===== config.mk =====
export PLATFORM = sky130hd
export DESIGN_NAME = deteccion_riesgos
export DESIGN_NICKNAME = d
export VERILOG_FILES = /design/src/rtl/riesgos_pkg.sv /design/src/rtl/contador_stall.sv /design/src/rtl/deteccion_riesgos.sv
export SDC_FILE = /design/constraint.sdc
export NUM_CORES = 1
export LEC_CHECK = 0
export ABC_AREA = 1
export ABC_CLOCK_PERIOD_IN_PS = 1400
export BUFFER_PORTS_ARGS = -buffer_cell sky130_fd_sc_hd__buf_2
export CORE_MARGIN = 3
export CORE_UTILIZATION = 40
export CTS_CLUSTER_DIAMETER = 50
export DETAILED_ROUTE_END_ITERATION = 8
export PLACE_DENSITY = 0.72
export SLEW_MARGIN = 20
export SYNTH_ARGS = -nofsm -noshare
export SYNTH_HDL_FRONTEND = slang
export SYNTH_HIERARCHICAL = 1
export SYNTH_SLANG_ARGS = --single-unit

===== constraint.sdc =====
create_clock -name clk -period 1.4 [get_ports clk]
set_clock_uncertainty 0.05 [all_clocks]
set_input_delay 0.07 -clock clk [delete_from_list [all_inputs] [get_ports clk]]
set_output_delay 0.07 -clock clk [all_outputs]
set_load 0.01 [all_outputs]

===== src/rtl/riesgos_pkg.sv =====
// Shared types and constants for the hazard-detection unit of the filter pipeline.
package riesgos_pkg;

  localparam int unsigned REG_W_DEF = 4;
  localparam int unsigned CNT_W     = 4;

  // Instruction word loaded into IF/ID or ID/EX when flushing or bubbling.
  localparam logic [31:0] NOP_INSTR = 32'h0000_0000;

  typedef enum logic {
    IDLE,
    STALL
  } estado_e;

endpackage


===== src/rtl/contador_stall.sv =====
// Loadable down-counter with zero flag; tracks the remaining load-use stall cycles.
module contador_stall
  import riesgos_pkg::*;
(
  input  logic             clk,
  input  logic             rst_n,
  input  logic             load,
  input  logic [CNT_W-1:0] load_val,
  input  logic             dec,
  output logic [CNT_W-1:0] cnt,
  output logic             zero
);

  logic [CNT_W-1:0] cnt_q;

  always_ff @(posedge clk) begin
    if (!rst_n) begin
      cnt_q <= '0;
    end else if (load) begin
      cnt_q <= load_val;
    end else if (dec && (cnt_q != '0)) begin
      cnt_q <= cnt_q - 1'b1;
    end
  end

  assign cnt  = cnt_q;
  assign zero = (cnt_q == '0);

endmodule


===== src/rtl/deteccion_riesgos.sv =====
// Load-use interlock and taken-branch flush control beside the ID stage.
// Define HAZARD_STATS_EN to add saturating stall/flush event counters.
module deteccion_riesgos
  import riesgos_pkg::*;
#(
  parameter int unsigned REG_W    = REG_W_DEF,
  parameter int unsigned LOAD_LAT = 2
) (
  input  logic             clk,
  input  logic             rst_n,
  input  logic [REG_W-1:0] Ra_Dec,
  input  logic             RE_A_Dec,
  input  logic [REG_W-1:0] Rb_Dec,
  input  logic             RE_B_Dec,
  input  logic [REG_W-1:0] Robj_Reg_Exe,
  input  logic             WE_Reg_Exe,
  input  logic             mem_RE_Reg_Exe,
  input  logic             branch_taken_Exe,
  output logic             stall_pc,
  output logic             stall_if_id,
  output logic             bubble_id_exe,
  output logic             flush_if_id,
  output logic             busy
`ifdef HAZARD_STATS_EN
  ,
  output logic [15:0]      stall_cycles,
  output logic [15:0]      flush_count
`endif
);

  // The first stall cycle is spent in IDLE, so STALL covers the remaining LOAD_LAT-1.
  localparam logic [CNT_W-1:0] CNT_INIT = (LOAD_LAT > 1) ? CNT_W'(LOAD_LAT - 2) : '0;

  estado_e          state_q, state_d;
  logic             lu;
  logic             cnt_load, cnt_dec, cnt_zero;
  logic [CNT_W-1:0] cnt;

  assign lu = mem_RE_Reg_Exe & WE_Reg_Exe &
              ((RE_A_Dec & (Ra_Dec == Robj_Reg_Exe)) | (RE_B_Dec & (Rb_Dec == Robj_Reg_Exe)));

  contador_stall u_contador_stall (
    .clk      (clk),
    .rst_n    (rst_n),
    .load     (cnt_load),
    .load_val (CNT_INIT),
    .dec      (cnt_dec),
    .cnt      (cnt),
    .zero     (cnt_zero)
  );

  always_comb begin
    state_d       = state_q;
    stall_pc      = 1'b0;
    stall_if_id   = 1'b0;
    bubble_id_exe = 1'b0;
    flush_if_id   = 1'b0;
    busy          = 1'b0;
    cnt_load      = 1'b0;
    cnt_dec       = 1'b0;
    unique case (state_q)
      IDLE: begin
        // A taken branch makes the ID instruction wrong-path, so its hazard is moot.
        if (branch_taken_Exe) begin
          flush_if_id   = 1'b1;
          bubble_id_exe = 1'b1;
        end else if (lu) begin
          stall_pc      = 1'b1;
          stall_if_id   = 1'b1;
          bubble_id_exe = 1'b1;
          if (LOAD_LAT > 1) begin
            cnt_load = 1'b1;
            state_d  = STALL;
          end
        end
      end
      STALL: begin
        stall_pc      = 1'b1;
        stall_if_id   = 1'b1;
        bubble_id_exe = 1'b1;
        busy          = 1'b1;
        if (cnt_zero) begin
          state_d = IDLE;
        end else begin
          cnt_dec = 1'b1;
        end
      end
    endcase
    if (!rst_n) begin
      state_d       = IDLE;
      stall_pc      = 1'b0;
      stall_if_id   = 1'b0;
      bubble_id_exe = 1'b0;
      flush_if_id   = 1'b0;
      busy          = 1'b0;
      cnt_load      = 1'b0;
      cnt_dec       = 1'b0;
    end
  end

  always_ff @(posedge clk) begin
    if (!rst_n) begin
      state_q <= IDLE;
    end else begin
      state_q <= state_d;
    end
  end

`ifdef HAZARD_STATS_EN
  always_ff @(posedge clk) begin
    if (!rst_n) begin
      stall_cycles <= '0;
      flush_count  <= '0;
    end else begin
      if (stall_pc && (stall_cycles != 16'hFFFF)) begin
        stall_cycles <= stall_cycles + 16'd1;
      end
      if (flush_if_id && (flush_count != 16'hFFFF)) begin
        flush_count <= flush_count + 16'd1;
      end
    end
  end
`endif

  // EX holds a bubble during STALL, so a taken branch there means upstream broke protocol.
  a_no_branch_in_stall : assert property (@(posedge clk) disable iff (!rst_n)
    (state_q == STALL) |-> !branch_taken_Exe);

  a_cnt_in_range : assert property (@(posedge clk) disable iff (!rst_n)
    (state_q == STALL) |-> (cnt <= CNT_INIT));

endmodule


Yosys cells after proc, flatten, opt, wreduce, memory -nomap -nowiden. Index checks and enable logic that the tools add are counted.

Flip-flop bits (word level): 5. Input bits: 19. Output and inout bits: 5. Logic and storage cells: 34.

$add $sub $neg: 1. Equality and inequality tests: 2. Mux-type cells: 18. Bitwise gates (word level): 7. Reductions and logical operators: 4.

Operator list (number): $mux 1 (15); $eq 4x4->1 (2); $pmux 1 s2 (3); $and 1x1->1 (4); $logic_not 4->1 (1); $reduce_bool 4->1 (1); $sub 4x1->4 const B (1); $not 1->1 (2); $reduce_or 2->1 (1); $logic_and 1x1->1 (1); $or 1x1->1 (1).

Logic depth before layout (Yosys ltp). Gate-level depths: netlist of run 1.

Depth after elaboration: 9. Mapped depth: 14.

Cells and area by module. The synthesis of run 1 kept the hierarchy.

Modules (own cells, without submodules): contador_stall (times used 1, cells each 41, area an instance 274.0 um^2, sequential area each 80.1 um^2); deteccion_riesgos (times used 1, cells each 56, area an instance 261.5 um^2, sequential area each 20.0 um^2).

Worst setup path before layout of run 1. OpenSTA, ideal clock, no wires.

Path type: reg2reg. From: register u_contador_stall.cnt_q[0], in the netlist u_contador_stall/cnt[0]. To: register u_contador_stall.cnt_q[1], in the netlist u_contador_stall/cnt[1]. Arrival time: 1265 ps. Data required time: 1234 ps. Slack: -31 ps. Cell stages (with the launch flop): 11. Path buffers: 0. Clock period less this slack: 1431 ps. Path through: dfxtp_1 > inv_1 > ha_1 > nand3_2 > inv_1 > nor2_1 > nand2_4 > nand2_4 > clkinv_2 > nor2_1 > nor2_1.

Cells in the longest elaborated chain, start to end: 5. Elaborated cells on any way between the ends: 7.

Ends and longest elaborated chain: start: declaration (RTL line contador_stall.sv:14) `logic [CNT_W-1:0] cnt_q;`; start signal: assignment (RTL line contador_stall.sv:20) `cnt_q <= load_val;`; start signal: assignment (RTL line contador_stall.sv:22) `cnt_q <= cnt_q - 1'b1;`; $logic_not 4->1 (RTL line contador_stall.sv:27) `assign zero = (cnt_q == '0);`; net cnt_zero (RTL line deteccion_riesgos.sv:36) `logic cnt_load, cnt_dec, cnt_zero;`; $mux 1 (RTL line deteccion_riesgos.sv:82) `if (cnt_zero) begin`; $mux 1 (RTL line deteccion_riesgos.sv:61) `unique case (state_q)`; $mux 1 (RTL line deteccion_riesgos.sv:89) `if (!rst_n) begin`; net cnt_dec (RTL line deteccion_riesgos.sv:36); $logic_and 1x1->1 (RTL line contador_stall.sv:21) `end else if (dec && (cnt_q != '0)) begin`.

The timed path passes the listed nets, and every way through them passes these cells. A chain may end at the register's enable or synchronous reset.

Worst setup path in the final report of run 1. Ends and elaborated chain as after synthesis.

==> impl_metrics.toml, run 1 <==
[run_status]
status = "finished clean"

[clock_network]
cts_htree_levels = 1
post-cts-setup-buffers = 0
cts.clk_slew.worst_paths_ns = 0.05
clockBufferDepth = 2
cts_tree = "built"
cts_made_buffers = 3
numClockSinks = 5
clk_latency_ns = 0.25
root_buffer = "clkbuf_4"
postCtsHoldBufs = 0

[timing]
period_needed_ns = 1.306
finalHoldViolCount = 0
maxSlewViolCount = 0
whs_ns = 0.1238
setup_viol = 0
post-route-period-util_pct = 93.31
fmax_ghz = 0.7655

[grt]
first_global_vias = 547
antenna_found_initial = 0
grt_max_degree = 8
grtUsageTotal_pct = 14.22
grt_pass1_wl_um = 2042
grt_overflow = 0

[yosys]
yosysSeqAreaShare_pct = 18.69
synth_cell_type_count = 23
ys_ff_latch = 5
synth_cells = 97
synthTopCellsByArea = "dfxtp_1 19%, nand2_1 18%, inv_1 13%, nor2_1 11%, nand3_1 4.7%"
syn-cell-area_um2 = 535.5
avgSynthCellArea_um2 = 5.521
yosysTopAreaCell = "dfxtp_1"
ys_warn_count = 6
synth_top_area_share_pct = 18.69

[critical_path]
arrival_ns = 1.40
crit_required_ns = 1.49
critPathMaxFanout = 5
crit_buf_inv = 2
critPathCaptureType = "flop"
crit_path_start_kind = "flop"
cp_slowest_cell = "dfxtp_2"
crit_chain = "inv_1, ha_2, nand3_2, inv_1, nor2_4, nand2_4, nand2_4, o21ai_0, nor2_1"
path_class = "flop to flop"
cp_top_family = "simple AND/OR/NAND/NOR gates"
crit_path_max_incr_delay_ns = 0.31

[placed_design]
dp.cells = 142
hpwl_um = 1031
gp_congestion = 0.8053
port_buffers = 23

[die]
ioPinCount = 24
die_w_um = 42.59
dieArea_um2 = 1814
core_area_um2 = 1186
die_h_um = 42.59
initial_core_util_pct = 45.15
num_rows = 12

[routing]
drc = 0
wl_met2_um = 641
drtIter0Drc = 14
vias_per_cell = 4.500
detail-route-antenna-nets = 0
met1_length_um = 566
top_layer = "met4"
wl_um = 1281
dr.pass1.iters = 4
vias = 657
dr_wl_met3_um = 58
wl_per_cell_um = 8.774

[finish]
final_cell_mix = "26 x nand2_1, 23 x buf_2, 18 x inv_1, 15 x nor2_1, 6 x buf_4"
final_common_cell = "nand2_1"
final_cells = 146
drive_gt1_share_pct = 37.88
fill_cells = 109
insertedDiodeCount = 0
seq_area_um2 = 102.6
multi_input_area_um2 = 376.6
nets = 153
area_growth_pct = 43.22

[power_and_ir_drop]
power.leakage_nw = 0.4741
ir_drop_v = 0.0004419
power_per_cell_area_nw_per_um2 = 545.9

[worst_hold_path]
min_path_type = "input pin to flop"

[job]
maxCapViolations = 0
## timing repair
item / in CTS / in global routing
endpoints found under the setup margin: 1 / 4
pin swaps: 0 / 1
cloned: 0 / 0
gates resized for setup: 1 / 5
## synthesized netlist by cell type (all sizes together)
master,count
a21oi,3
buf,1
clkinv,1
conb,1
dfxtp,5
ha,1
inv,21
nand2,30
nand3,6
nand4,2
nor2,17
nor3,1
o21ai,3
o22ai,1
or2,1
xnor2,2
xor2,1
## report_power, final
group | switching [mW] | internal [mW] | total, mW
combinational | 0.0510 | 0.0463 | 0.0973
sequential | 0.000827 | 0.144 | 0.144
clock | 0.0686 | 0.108 | 0.177
## worst register-to-register path, stage by stage, from the launching register on
cell and delay [ns]:
dfxtp_2 0.31, inv_1 0.07, ha_2 0.19, nand3_2 0.08, inv_1 0.09, nor2_4 0.05, nand2_4 0.09, nand2_4 0.07
o21ai_0 0.15, nor2_1 0.05
## worst paths after layout
check / depth (start not counted) / slack (ns) / startpoint / end
worst max-delay path: 9 / 0.09 / u_contador_stall/cnt[0]$_SDFFE_PN0P_ / u_contador_stall/cnt[1]$_SDFFE_PN0P_
worst max register to register: 9 / 0.09 / u_contador_stall/cnt[0]$_SDFFE_PN0P_ / u_contador_stall/cnt[1]$_SDFFE_PN0P_
worst min-delay path: 4 / 0.12 / branch_taken_Exe / state_q$_SDFF_PN0_
worst min register to register: 2 / 0.46 / u_contador_stall/cnt[3]$_SDFFE_PN0P_ / u_contador_stall/cnt[3]$_SDFFE_PN0P_
## kinds of logic (layout without fill, tap and decap cells)
group | Yosys count | after routing | synth area share, %
other | 1 | 4 | 0.7003
buffers and inverters | 23 | 55 | 17.05
flip-flops | 5 | 5 | 18.69
XOR/XNOR | 3 | 3 | 4.907
AND/OR/NAND/NOR | 57 | 57 | 48.13
AO/OA/AOI/OAI | 7 | 7 | 8.177
adder cells (fa/ha/maj) | 1 | 1 | 2.336
## flip-flops by register name, indices dropped and copies added (netlist names)
signal                count
u_contador_stall/cnt      4
state_q                   1
## metrics by stage
| stage | setup WS [ns] | utilization, % | power, mW | TNS [ns] | instance area (um2) |
|---|---|---|---|---|---|
| finish | 0.09361 | 64.66 | 0.4187 | 0 | 767.0 |
| global route | -0.001575 | 64.66 | 0.4536 | -0.001575 | 767.0 |
| CTS | 0.02278 | 63.29 | 0.4202 | 0 | 750.7 |
| detailed placement | -0.01458 | 60.65 | 0.2437 | -0.01458 | 719.4 |
| global placement | -0.006875 | 60.65 | 0.2412 | -0.006875 | 719.4 |
| floorplan | 0.01761 | - | 0.1977 | 0 | 549.3 |
## routing by layer
metal | vias to the layer above | track usage [%]
li1 | 354 | -
met3 | 2 | 1.288
met1 | 279 | 17.56
met5 | - | 0
met2 | 22 | 24.92
met4 | 0 | 5.590
## area by class of cell
cell class	count	area share (%)
inverters	22	10.93
clock buffers	4	3.426
repair buffers	29	20.88
multi-input cells	72	49.10
flip-flops and latches	5	13.38
well taps	14	2.284
No activity file was read; power rests on OpenSTA's default activity.
==> run 2, diff against run 1 <==
ABC_CLOCK_PERIOD_IN_PS = 1300   (was 1400)
CORE_AREA = 3 3 40 42   (was default)
CORE_MARGIN = default   (was 3)
CORE_UTILIZATION = default   (was 40)
DIE_AREA = 0 0 43 45   (was default)
PLACE_DENSITY = default   (was 0.72)
SYNTH_HIERARCHICAL = default   (was 1)
clock period = 1.3 ns   (was 1.4 ns; I/O delays follow)
==> impl_metrics.toml, run 2 <==
[finish]
final_common_cell = "buf_2"
largest_register = "u_contador_stall.cnt"
drive_gt1_share_pct = 36.45
insertedDiodeCount = 0
area_growth_pct = 33.51
largest_register_ffs = 4
nets = 129
top_regs = "u_contador_stall.cnt (4), state_q (1)"
final_cell_mix = "23 x buf_2, 19 x nand2_1, 16 x nor2_1, 13 x inv_1, 6 x nand2_2"
fill_cells = 131

[critical_path]
r2r_start = "u_contador_stall.cnt[0]$_SDFFE_PP0P_"
crit_path_start_kind = "flop"
arrival_ns = 1.30
r2r-end = "u_contador_stall.cnt[2]$_SDFFE_PP0P_"
crit_path_max_incr_delay_ns = 0.31
path_class = "flop to flop"
cp_slowest_cell = "dfxtp_1"
crit_chain = "inv_2, ha_1, nand2_2, nand3_1, xnor2_1, inv_1, nor2_1"
critPathMaxFanout = 4
regToRegSetupSlack_ns = 0.13
crit_required_ns = 1.43
critPathCaptureType = "flop"
reg2reg_depth = 7

[clock_network]
numClockSinks = 5
cts_tree = "built"
cts.clk_slew.worst_paths_ns = 0.05
root_buffer = "clkbuf_4"
cts_made_buffers = 3
cts_htree_levels = 1
clockBufferDepth = 2
post-cts-setup-buffers = 0
clk_latency_ns = 0.25

[timing]
fin_ws_ns = 0.1321
setup_viol = 0
worst_pin_slew_ns = 0.1594
slew_headroom_pct = 89.34
post-route-period-util_pct = 89.84
period_needed_ns = 1.168
maxSlewViolCount = 0
finalHoldViolCount = 0
fmax_ghz = 0.8562

[routing]
detail-route-antenna-nets = 0
drc = 0
dr.pass1.iters = 4
vias = 528
wl_per_cell_um = 7.861
wl_um = 959
drtIter0Drc = 2
vias_per_cell = 4.328

[yosys]
yosysSeqAreaShare_pct = 21.45
synth-xor-area-share_pct = 9.383
ys_ff_latch = 5
synth_top_area_share_pct = 21.45
synthTopCellsByArea = "dfxtp_1 21%, nand2_1 16%, nor2_1 13%, inv_1 10%, nand2_2 6.7%"
synth-edff-count = 0
avgSynthCellArea_um2 = 5.762
synthSimpleGateAreaFrac_pct = 46.11
synthArstFlopShare_pct = 0
syn-cell-area_um2 = 466.7
synth_cells = 81
synthAdderAreaFrac_pct = 5.362
synth_mux_area_share_pct = 0
ys_warn_count = 0
synth.most_common_cell = "nand2_1"
synth_cell_type_count = 17
yosysTopAreaCell = "dfxtp_1"
synth_nets = 102
synthFlopType = "dfxtp_1"
synth_top_family_by_area = "simple AND/OR/NAND/NOR gates"
ys_top_cells_by_count = "20 x nand2_1, 16 x nor2_1, 13 x inv_1"
synth_compound_gate_area_share_pct = 2.145

[grt]
grt_max_degree = 5
grt_pass1_wl_um = 1600
antenna_found_initial = 0
grt_overflow = 0
first_global_vias = 411
grtUsageTotal_pct = 10.57

[job]
maxCapViolations = 0

[worst_hold_path]
hold_start = "rst_n"
min_path_type = "input pin to flop"
holdPathStages = 3
min_to = "u_contador_stall.cnt[0]$_SDFFE_PP0P_"

[placed_design]
port_buffers = 23
hpwl_um = 807.5
pre_cts_slack_ns = 0.1217
gp_congestion = 0.7543

[run_status]
status = "finished clean"

[power_and_ir_drop]
power.leakage_nw = 0.3576
power.total_uw = 430.1
power_per_cell_area_nw_per_um2 = 690.2
ir_drop_v = 0.0003458

[die]
num_rows = 13
die_h_um = 45
initial_core_util_pct = 36.32
die_w_um = 43
core_area_um2 = 1285
ioPinCount = 24
dieArea_um2 = 1935
==> run 2: cell count changes after synthesis, moves of 2 or more <==
cell     previous run  this run
nand2_2             2         5
o21ai_0             3         0
nand2_4             2         0
inv_1              18        13
a21oi_2             2         0
nand2_1            26        20
==> run 2: timing repair <==
action	CTS	global route
gates resized for setup	0	2
endpoints found under the setup margin	0	2
hold buffers	0	0
==> run 2: routing by layer <==
| metal | vias to the layer above | GRT usage (%) | wire length, um |
|---|---|---|---|
| li1 | 288 | - | - |
| met1 | 219 | 14.70 | 399 |
| met2 | 21 | 16.17 | 469 |
| met3 | 0 | 2.390 | 91 |
| met4 | 0 | 3.614 | 0 |
| met5 | - | 0 | 0 |
==> run 2: stage by stage <==
stage	std cells	setup TNS, ns	area (um2)	hold WS, ns	util (%)
global route	122	-0.01020	623.1	0.1038	48.49
global placement	118	0	593.1	0.3514	46.15
finish	122	0	623.1	0.08330	48.49
CTS	122	0	619.3	0.08442	48.20
detailed placement	118	0	593.1	0.3431	46.15
floorplan	81	0	466.7	0.1670	-
==> run 2: logic make-up (layout without fill, tap and decap cells) <==
| logic type | count (synthesis) | after routing |
|---|---|---|
| flops | 5 | 5 |
| compound gates | 2 | 2 |
| xor+xnor | 5 | 5 |
| buf+inv | 18 | 44 |
| simple gates | 49 | 49 |
| fa+ha+maj | 2 | 2 |
==> run 2: final cells by class <==
type / instances / area, um2 / area share [%]
Multi-Input combinational cell: 58 / 296.5 / 47.59
Timing Repair Buffer: 23 / 115.1 / 18.47
Sequential cell: 5 / 101.3 / 16.27
Inverter: 17 / 65.06 / 10.44
Clock buffer: 4 / 26.28 / 4.217
Tap cell: 15 / 18.77 / 3.012
==> run 2: worst max path at each step <==
stage | from | to | slack, ns
detailed placement | u_contador_stall.cnt[1]$_SDFFE_PP0P_ | u_contador_stall.cnt[3]$_SDFFE_PP0P_ | 0.12
CTS | u_contador_stall.cnt[1]$_SDFFE_PP0P_ | u_contador_stall.cnt[2]$_SDFFE_PP0P_ | 0.12
global placement | u_contador_stall.cnt[1]$_SDFFE_PP0P_ | u_contador_stall.cnt[3]$_SDFFE_PP0P_ | 0.17
global route | u_contador_stall.cnt[0]$_SDFFE_PP0P_ | u_contador_stall.cnt[2]$_SDFFE_PP0P_ | -0.01
finish | u_contador_stall.cnt[0]$_SDFFE_PP0P_ | u_contador_stall.cnt[2]$_SDFFE_PP0P_ | 0.13
floorplan | u_contador_stall.cnt[1]$_SDFFE_PP0P_ | u_contador_stall.cnt[2]$_SDFFE_PP0P_ | 0.21
==> run 2: worst max-delay path: cells and delay by family, from the launching register on <==
family,cells,cell delay (ns)
adders and majority gates,1,0.20
and+or+nand+nor,3,0.28
buffers and inverters,2,0.10
xor gates and xnor gates,1,0.15
DFF,1,0.31
==> run 2: where the power goes <==
group	switching, mW	internal, mW	leakage (nW)	total (mW)
Sequential	0.000206	0.154	0.0408	0.154
Clock	0.0690	0.116	0.0150	0.185
Combinational	0.0478	0.0429	0.302	0.0906
Total	0.117	0.313	0.358	0.430
